### src/rtl/kgp_mem_pkg.sv
// kgp_mem_pkg: size codes, FSM state codes and narrowing helpers for store_narrow_unit.
package kgp_mem_pkg;
  localparam logic [1:0] SZ_BYTE = 2'b00, SZ_HALF = 2'b01, SZ_WORD = 2'b10;
  localparam logic [2:0] S_IDLE = 3'd0, S_RD = 3'd1, S_MRG = 3'd2, S_WR = 3'd3, S_DONE = 3'd4, S_ERR = 3'd5;
  function automatic logic is_legal(input logic [1:0] size, input logic [1:0] lane);
    return size == SZ_BYTE || (size == SZ_HALF && !lane[0]) || (size == SZ_WORD && lane == 2'b00);
  endfunction
  // Narrowing loses information unless every dropped bit equals the new sign bit.
  function automatic logic is_trunc(input logic [1:0] size, input logic [31:0] w);
    return size == SZ_BYTE ? !(&w[31:7] || ~|w[31:7]) :
           size == SZ_HALF ? !(&w[31:15] || ~|w[31:15]) : 1'b0;
  endfunction
endpackage

### src/rtl/store_narrow_unit_if.sv
// store_narrow_unit_if: request/response and data-memory port of the store narrowing unit.
interface store_narrow_unit_if #(parameter int ADDR_W = 10);
  logic start;
  logic [ADDR_W+1:0] addr;
  logic [1:0] size;
  logic [31:0] wdata;
  logic busy, done, err, trunc;
  logic [ADDR_W-1:0] mem_addr;
  logic mem_re, mem_we;
  logic [31:0] mem_rdata, mem_wdata;
  modport master(output start, addr, size, wdata, mem_rdata,
                 input busy, done, err, trunc, mem_addr, mem_re, mem_we, mem_wdata);
  modport slave(input start, addr, size, wdata, mem_rdata,
                output busy, done, err, trunc, mem_addr, mem_re, mem_we, mem_wdata);
endinterface

### src/rtl/lane_merge.sv
// lane_merge: replaces the addressed byte/halfword lane of an old word with narrowed store data.
module lane_merge
  import kgp_mem_pkg::*;
(
  input  logic [31:0] old,
  input  logic [31:0] wdata,
  input  logic [1:0]  size,
  input  logic [1:0]  lane,
  output logic [31:0] merged
);
  always_comb begin
    merged = old;
    if (size == SZ_BYTE) merged[{lane, 3'b000} +: 8] = wdata[7:0];
    else if (size == SZ_HALF) merged[{lane[1], 4'b0000} +: 16] = wdata[15:0];
    else merged = wdata;
  end
endmodule

### src/rtl/store_narrow_unit.sv
// store_narrow_unit: narrows a register value to byte/half/word and stores it via read-modify-write.
module store_narrow_unit
  import kgp_mem_pkg::*;
#(
  parameter int ADDR_W = 10
) (
  input logic clk,
  input logic rst_n,
  store_narrow_unit_if.slave bus
);
  logic [2:0] state, state_n;
  logic [ADDR_W+1:0] addr_q;
  logic [1:0] size_q;
  logic [31:0] data_q, wd_q, merged;
  logic trunc_q;
  lane_merge u_merge (
    .old(bus.mem_rdata), .wdata(data_q), .size(size_q), .lane(addr_q[1:0]), .merged(merged)
  );
  assign state_n = state == S_IDLE ? (!bus.start ? S_IDLE :
                                      !is_legal(bus.size, bus.addr[1:0]) ? S_ERR :
                                      bus.size == SZ_WORD ? S_WR : S_RD) :
                   state == S_RD  ? S_MRG :
                   state == S_MRG ? S_WR :
                   state == S_WR  ? S_DONE : S_IDLE;
  // Word stores preload the write word at accept; sub-word stores overwrite it in MRG.
  always_ff @(posedge clk or negedge rst_n) begin
    if (!rst_n) begin
      state <= S_IDLE;
      addr_q <= '0;
      size_q <= '0;
      data_q <= '0;
      wd_q <= '0;
      trunc_q <= 1'b0;
    end else begin
      state <= state_n;
      if (state == S_IDLE && bus.start) begin
        addr_q <= bus.addr;
        size_q <= bus.size;
        data_q <= bus.wdata;
        wd_q <= bus.wdata;
        trunc_q <= is_trunc(bus.size, bus.wdata);
      end
      if (state == S_MRG) wd_q <= merged;
    end
  end
  assign bus.busy = state == S_RD || state == S_MRG || state == S_WR;
  assign bus.done = state == S_DONE || state == S_ERR;
  assign bus.err = state == S_ERR;
  assign bus.trunc = state == S_DONE && trunc_q;
  assign bus.mem_re = state == S_RD;
  assign bus.mem_we = state == S_WR;
  assign bus.mem_addr = addr_q[ADDR_W+1:2];
  assign bus.mem_wdata = wd_q;
endmodule

### src/flat_wrapper.sv
// flat-port wrapper written by rule: the top's interface ports become plain ports
module store_narrow_unit_flat import kgp_mem_pkg::*;
#(
  parameter int ADDR_W = 10
)
  (clk, rst_n, bus_start, bus_addr, bus_size, bus_wdata, bus_mem_rdata, bus_busy, bus_done, bus_err, bus_trunc, bus_mem_addr, bus_mem_re, bus_mem_we, bus_mem_wdata);
  store_narrow_unit_if #(.ADDR_W(ADDR_W)) bus_i ();
  input logic clk;
  input logic rst_n;
  input wire logic [$bits(bus_i.start)-1:0] bus_start;
  input wire logic [$bits(bus_i.addr)-1:0] bus_addr;
  input wire logic [$bits(bus_i.size)-1:0] bus_size;
  input wire logic [$bits(bus_i.wdata)-1:0] bus_wdata;
  input wire logic [$bits(bus_i.mem_rdata)-1:0] bus_mem_rdata;
  output wire logic [$bits(bus_i.busy)-1:0] bus_busy;
  output wire logic [$bits(bus_i.done)-1:0] bus_done;
  output wire logic [$bits(bus_i.err)-1:0] bus_err;
  output wire logic [$bits(bus_i.trunc)-1:0] bus_trunc;
  output wire logic [$bits(bus_i.mem_addr)-1:0] bus_mem_addr;
  output wire logic [$bits(bus_i.mem_re)-1:0] bus_mem_re;
  output wire logic [$bits(bus_i.mem_we)-1:0] bus_mem_we;
  output wire logic [$bits(bus_i.mem_wdata)-1:0] bus_mem_wdata;
  assign bus_i.start = bus_start;
  assign bus_i.addr = bus_addr;
  assign bus_i.size = bus_size;
  assign bus_i.wdata = bus_wdata;
  assign bus_i.mem_rdata = bus_mem_rdata;
  assign bus_busy = bus_i.busy;
  assign bus_done = bus_i.done;
  assign bus_err = bus_i.err;
  assign bus_trunc = bus_i.trunc;
  assign bus_mem_addr = bus_i.mem_addr;
  assign bus_mem_re = bus_i.mem_re;
  assign bus_mem_we = bus_i.mem_we;
  assign bus_mem_wdata = bus_i.mem_wdata;
  store_narrow_unit #(.ADDR_W(ADDR_W)) u_core (.clk(clk), .rst_n(rst_n), .bus(bus_i));
endmodule
### config.mk
export PLATFORM = sky130hd
export DESIGN_NAME = store_narrow_unit_flat
export DESIGN_NICKNAME = d
export VERILOG_FILES = /design/src/rtl/kgp_mem_pkg.sv /design/src/rtl/store_narrow_unit_if.sv /design/src/rtl/lane_merge.sv /design/src/rtl/store_narrow_unit.sv /design/src/flat_wrapper.sv
export SDC_FILE = /design/constraint.sdc
export NUM_CORES = 1
export LEC_CHECK = 0
export CAP_MARGIN = 20
export CORE_UTILIZATION = 45
export CTS_BUF_LIST = sky130_fd_sc_hd__clkbuf_2
export CTS_CLUSTER_DIAMETER = 150
export DETAILED_ROUTE_END_ITERATION = 12
export PLACE_DENSITY = 0.76
export REMOVE_ABC_BUFFERS = 1
export SLEW_MARGIN = 20
export SYNTH_ARGS = -nofsm -noshare
export SYNTH_HDL_FRONTEND = slang
export SYNTH_SLANG_ARGS = --single-unit
### constraint.sdc
create_clock -name clk -period 2.39 [get_ports clk]
set_input_delay 0.239 -clock clk [delete_from_list [all_inputs] [get_ports clk]]
set_output_delay 0.239 -clock clk [all_outputs]
set_load 0.02 [all_outputs]
---- After elaboration in Yosys (flattened, before gate mapping) ----
Cells that the tools add are included.
word-level totals
  register bits ........................... 82
  latch bits .............................. 0
  bits in writable memories ............... 0
  memory bits (read-only) ................. 0
  bits of input ports ..................... 81
  output and inout bits ................... 48
  memories kept ........................... 0
cells by class
  add/subtract/negate cells ............... 2
  multipliers ............................. 0
  div/mod/pow operators ................... 0
  $lt $le $gt $ge ......................... 0
  eq/ne operators ......................... 8
  shift operators ......................... 4
  multiplexer cells ....................... 15
  bitwise logic cells ..................... 0
  reductions and logical operators ........ 25
operators with widths
  operator                   count
  $mux W32                   4
  $bwmux W32                 2
  $shift A16 B7 Y32 const A  1
  $shift A8 B7 Y32 const A   1
  $shiftx A16 B7 Y32         1
  $shiftx A8 B7 Y32          1
  $reduce_and A25 Y1         1
  $reduce_or A25 Y1          1
  $mux W3                    6
  $reduce_and A17 Y1         1
  $reduce_or A17 Y1          1
  $neg A5 Y7                 2
  $logic_or A1 B1 Y1         7
  $eq A3 B2 Y1 const B       2
  $eq A3 B3 Y1 const B       2
  $logic_not A2 Y1           3
  $logic_not A1 Y1           5
  $eq A2 B1 Y1 const B       2
  $logic_and A1 B1 Y1        4
  $eq A3 B1 Y1 const B       1
  $logic_not A3 Y1           1
  $eq A2 B2 Y1 const B       1
  $mux W1                    2
  $mux W2                    1
  $reduce_bool A2 Y1         1

---- Longest topological paths before layout ----
  word-level depth ........................ 7
  mapped depth ............................ 8
  gate-level depth less buffers ........... 6

---- Modules after synthesis ----
A second synthesis with hierarchy kept.
second synthesis, totals
  cells, all modules ...................... 543
  area total of the unflattened synthesis .. 4484.3 um^2
by module, submodules not included
  module             instances  cells each  area each (um^2)  seq. area each (um^2)
  store_narrow_unit  1          384         3404.5            2052.0
  lane_merge         1          159         1079.8            0.0

---- Least setup slack after synthesis ----
OpenSTA, ideal clock, no wires.
  path type ............................... flip-flop to flip-flop
  start point ............................. register u_core.addr_q[1]
  end point ............................... register u_core.wd_q[18], in the netlist u_core.bus.mem_wdata[18]
  data arrival time ....................... 1.874 ns
  setup slack ............................. 0.430 ns
  cell stages (with the launch flop) ...... 8
  period minus slack after synthesis ...... 1.960 ns
  path through ............................ dfrtp_1 buf_2 inv_1 ha_1 nor4b_2 and3_1 o21ai_0 a32oi_1
on the way
  word-level cells in the longest chain between the ends .. 6
ends and longest elaborated chain
  item                                                     RTL line                 source
  from (decl)                                              store_narrow_unit.sv:12  logic [ADDR_W+1:0] addr_q;
  from (signal assigned)                                   store_narrow_unit.sv:37  addr_q <= bus.addr;
  $neg A5 Y7                                               lane_merge.sv:14         else if (size == SZ_HALF) merged[{lane[1], 4'b0000} +: 16] = wdata[15:0];
  $shiftx A16 B7 Y32 or $shift A16 B7 Y32 (tied branches)  lane_merge.sv:14
  $bwmux W32                                               lane_merge.sv:14
  $mux W32                                                 lane_merge.sv:14
  $mux W32 *                                               lane_merge.sv:13         if (size == SZ_BYTE) merged[{lane, 3'b000} +: 8] = wdata[7:0];
  $mux W32 *                                               store_narrow_unit.sv:43  if (state == S_MRG) wd_q <= merged;
  to (signal assigned)                                     store_narrow_unit.sv:40  wd_q <= bus.wdata;
  to (signal assigned)                                     store_narrow_unit.sv:43
  to (decl)                                                store_narrow_unit.sv:14  logic [31:0] data_q, wd_q, merged;
Every way passes the cells marked *; elsewhere a longest branch is shown, timed or not.
A chain may end at the register's enable or synchronous reset.

---- Worst setup path in the final report ----
  start point ............................. register u_core.state[1]
  end point ............................... output port bus_trunc
on the way
  word-level cells in the longest chain between the ends .. 2
ends and longest elaborated chain
  item                    RTL line                 source
  from (decl)             store_narrow_unit.sv:11  logic [2:0] state, state_n;
  from (signal assigned)  store_narrow_unit.sv:35  state <= state_n;
  $eq A3 B3 Y1            store_narrow_unit.sv:49  assign bus.trunc = state == S_DONE && trunc_q;
  $logic_and A1 B1 Y1     store_narrow_unit.sv:49
  to (decl)               flat_wrapper.sv:18       output wire logic [$bits(bus_i.trunc)-1:0] bus_trunc;
Every way passes these cells.

==> results.toml <==
[flow_run]
maxCapViolCount = 0

[power_and_ir_drop]
p_leak_nw = 2.769
ir_drop_mv = 0.6249
total_power_mw = 7.931
power_density_nw_per_um2 = 1290

[timing]
slew_headroom_pct = 41.26
hold-worst-slack_ps = 193.1
timing.final.crit_share_pct = 92.80
fin_crit_ps = 2218
setup_viol = 0
rsz0062_at_grt = "false"
max_clock_freq_mhz = 450.9
finalSetupTns_ps = 0
finalClockSkew_ps = 24.83
max_slew.worst_pin.slew_ps = 877.8
drv_slew = 0
finalHoldViolCount = 0

[run_status]
status = "completed"

[worst_setup_path]
r2r_slack_ps = 240
crit_path_max_fanout = 10
path_cells = "nor2b_1, and3b_1, clkdlybuf4s50_1"
critPathLaunchType = "flop"
cp_top_family = "buffers and inverters"
max_stage_delay_ps = 590
arrival_ps = 1980
critPathCaptureType = "output port"
cp.required_ps = 2150
path_buf_inv = 1
crit_slowest_cell = "clkdlybuf4s50_1"
crit_type = "reg -> out"

[grt]
grt_antenna_before_repair = 0
grt_max_degree = 43
grt_pass1_vias = 4348
grt-ovfl-total = 0
grt_first_pass_wirelength_um = 22080
track_usage_pct = 27.49

[final_layout]
syn_to_final_growth_pct = 33.21
nNetsFinal = 728
layout_common_cells = "nand2_1, clkdlybuf4s50_1, dfrtp_1"
drive_gt1_share_pct = 8.964
fillCellCount = 841
antenna_cells = 0
seq_area_um2 = 2056
final_common_cell = "nand2_1"
multi_input_area_um2 = 2285
final_cells = 780
final_area_um2 = 6148

[synthesis]
async_flop_share_pct = 100.0
synth_cells = 524
synth-edff-count = 0
synth-seq-cells = 82
synth.avg_cell_area_um2 = 8.809
ys_warn_count = 0
netlist_area_um2 = 4616
seq_area_frac_synth_pct = 44.46
synth_top_area_share_pct = 44.46
ys_dominant_reg_cell = "dfrtp_1"
yosys.area.top_type = "dfrtp_1"
yosys-top-cells-area = "dfrtp_1, nand2_1, mux2i_1"
yosysUniqueCellTypes = 49

[placement]
placed_area_um2 = 5978
portBuffers = 128
gp_congestion = 0.8618
hpwl_um = 10170
post-place-cells = 760

[drt]
via_count = 4487
vias_per_cell = 5.753
ant_nets = 0
drt-total-wl_um = 14260
wl_per_cell_um = 18.28
drcViolationCount = 0
drt_first_pass_iters = 5
dr.first_iter.drc_count = 238

[clock_tree]
clk_pin_slew_worst_paths_ps = 240
tritoncts = "yes"
ctsLongestPathBuffers = 2
numCtsBuffers = 9
cts_sinks = 82
cts-root-buf = "clkbuf_2"
htree_levels = 3
clock_latency_ps = 520

[die]
die_area_um2 = 10670
rows = 36
ios = 129
die_w_um = 103.3
core-area_um2 = 9864
die_h_um = 103.3
initial_core_util_pct = 46.79

[hold_path]
hold_path.class = "in -> async"
## cells in the mapped netlist (3+ instances only)
library cell and instances:
nor2_1 11, mux2_2 8, nor4_1 7, a21boi_0 13, a221oi_1 8, nand2_1 162, and3b_1 3, o211ai_1 8
o221ai_1 9, and3_1 11, a221o_1 6, o2bb2ai_1 3, nand4_1 6, ha_1 5, nand3_1 4, inv_1 11
clkbuf_1 17, o21ai_0 26, buf_4 11, a31oi_1 13, a2bb2oi_1 5, dfrtp_1 82, a21oi_1 16, nor2b_1 18
buf_2 13, o22ai_1 5, a32oi_1 3, mux2i_1 16
## worst register-to-register path, stage by stage, from the launching register on
cell and delay (ps):
dfrtp_1 400, buf_4 340, ha_1 590, buf_4 240, and3_1 150, o21ai_0 130
a32oi_1 230
## metal layers
metal	GRT usage [%]	part of all wire, %
met4	11.48	3.0
met1	36.60	43
met2	43.64	46
met5	0	0
met3	5.847	8.2
## per-stage QoR
stage,setup WS (ps),utilization [%]
final,172.0,62.33
after global routing,13.80,62.33
after CTS,18.42,62.06
after detailed placement,251.1,60.60
after global placement,310.8,60.60
after floorplan,-379.5,-
## power by group
group          total, mW  switching (mW)  leakage, nW  internal (mW)
combinational       4.36            2.41         1.69           1.95
clock              0.847           0.497       0.0758          0.351
sequential          2.72           0.658         1.01           2.07
## state kept, by name, indices dropped and copies added, names as in the netlist
register and count:
u_core.trunc_q 1, u_core.bus.mem_wdata 32, u_core.size_q 2, u_core.addr_q 12, u_core.data_q 32, u_core.state 3
## final cells by class
| type | instances | area share (%) |
|---|---|---|
| Clock buffer | 11 | 0.8954 |
| Clock inverter | 5 | 1.282 |
| Inverter | 11 | 0.6716 |
| Multi-Input combinational cell | 387 | 37.16 |
| Sequential cell | 82 | 33.44 |
| Tap cell | 133 | 2.707 |
| Timing Repair Buffer | 151 | 23.85 |
## cell families after synthesis
logic type                 after synthesis  share of synthesized area (%)
and+or+nand+nor                        237                          23.96
AOI/OAI and AO/OA                      121                          18.76
DFF                                     82                          44.46
buffers and inverters                   55                          6.045
muxes                                   24                          5.422
adders and majority gates                5                          1.355
## timing repair
action,CTS,global route
endpoints found under the hold margin,40,0
resized for setup,0,3
hold buffers,1,0
setup buffers,0,3
endpoints found under the setup margin,0,3
## final timing paths
kind | endpoint | from | cells past startpoint
min in group clk | u_core.addr_q[5]$_DFFE_PN0P_ | bus_addr[5] | 3
hold reg to reg | u_core.addr_q[4]$_DFFE_PN0P_ | u_core.addr_q[4]$_DFFE_PN0P_ | 2
setup reg to reg | u_core.bus.mem_wdata[16]$_DFFE_PN0P_ | u_core.addr_q[1]$_DFFE_PN0P_ | 6
hold / removal | u_core.bus.mem_wdata[21]$_DFFE_PN0P_ | rst_n | 2
max in group asynchronous | u_core.state[1]$_DFF_PN0_ | rst_n | 3
setup / recovery | bus_trunc | u_core.state[1]$_DFF_PN0_ | 3
Power figures use the tool's default switching activity.
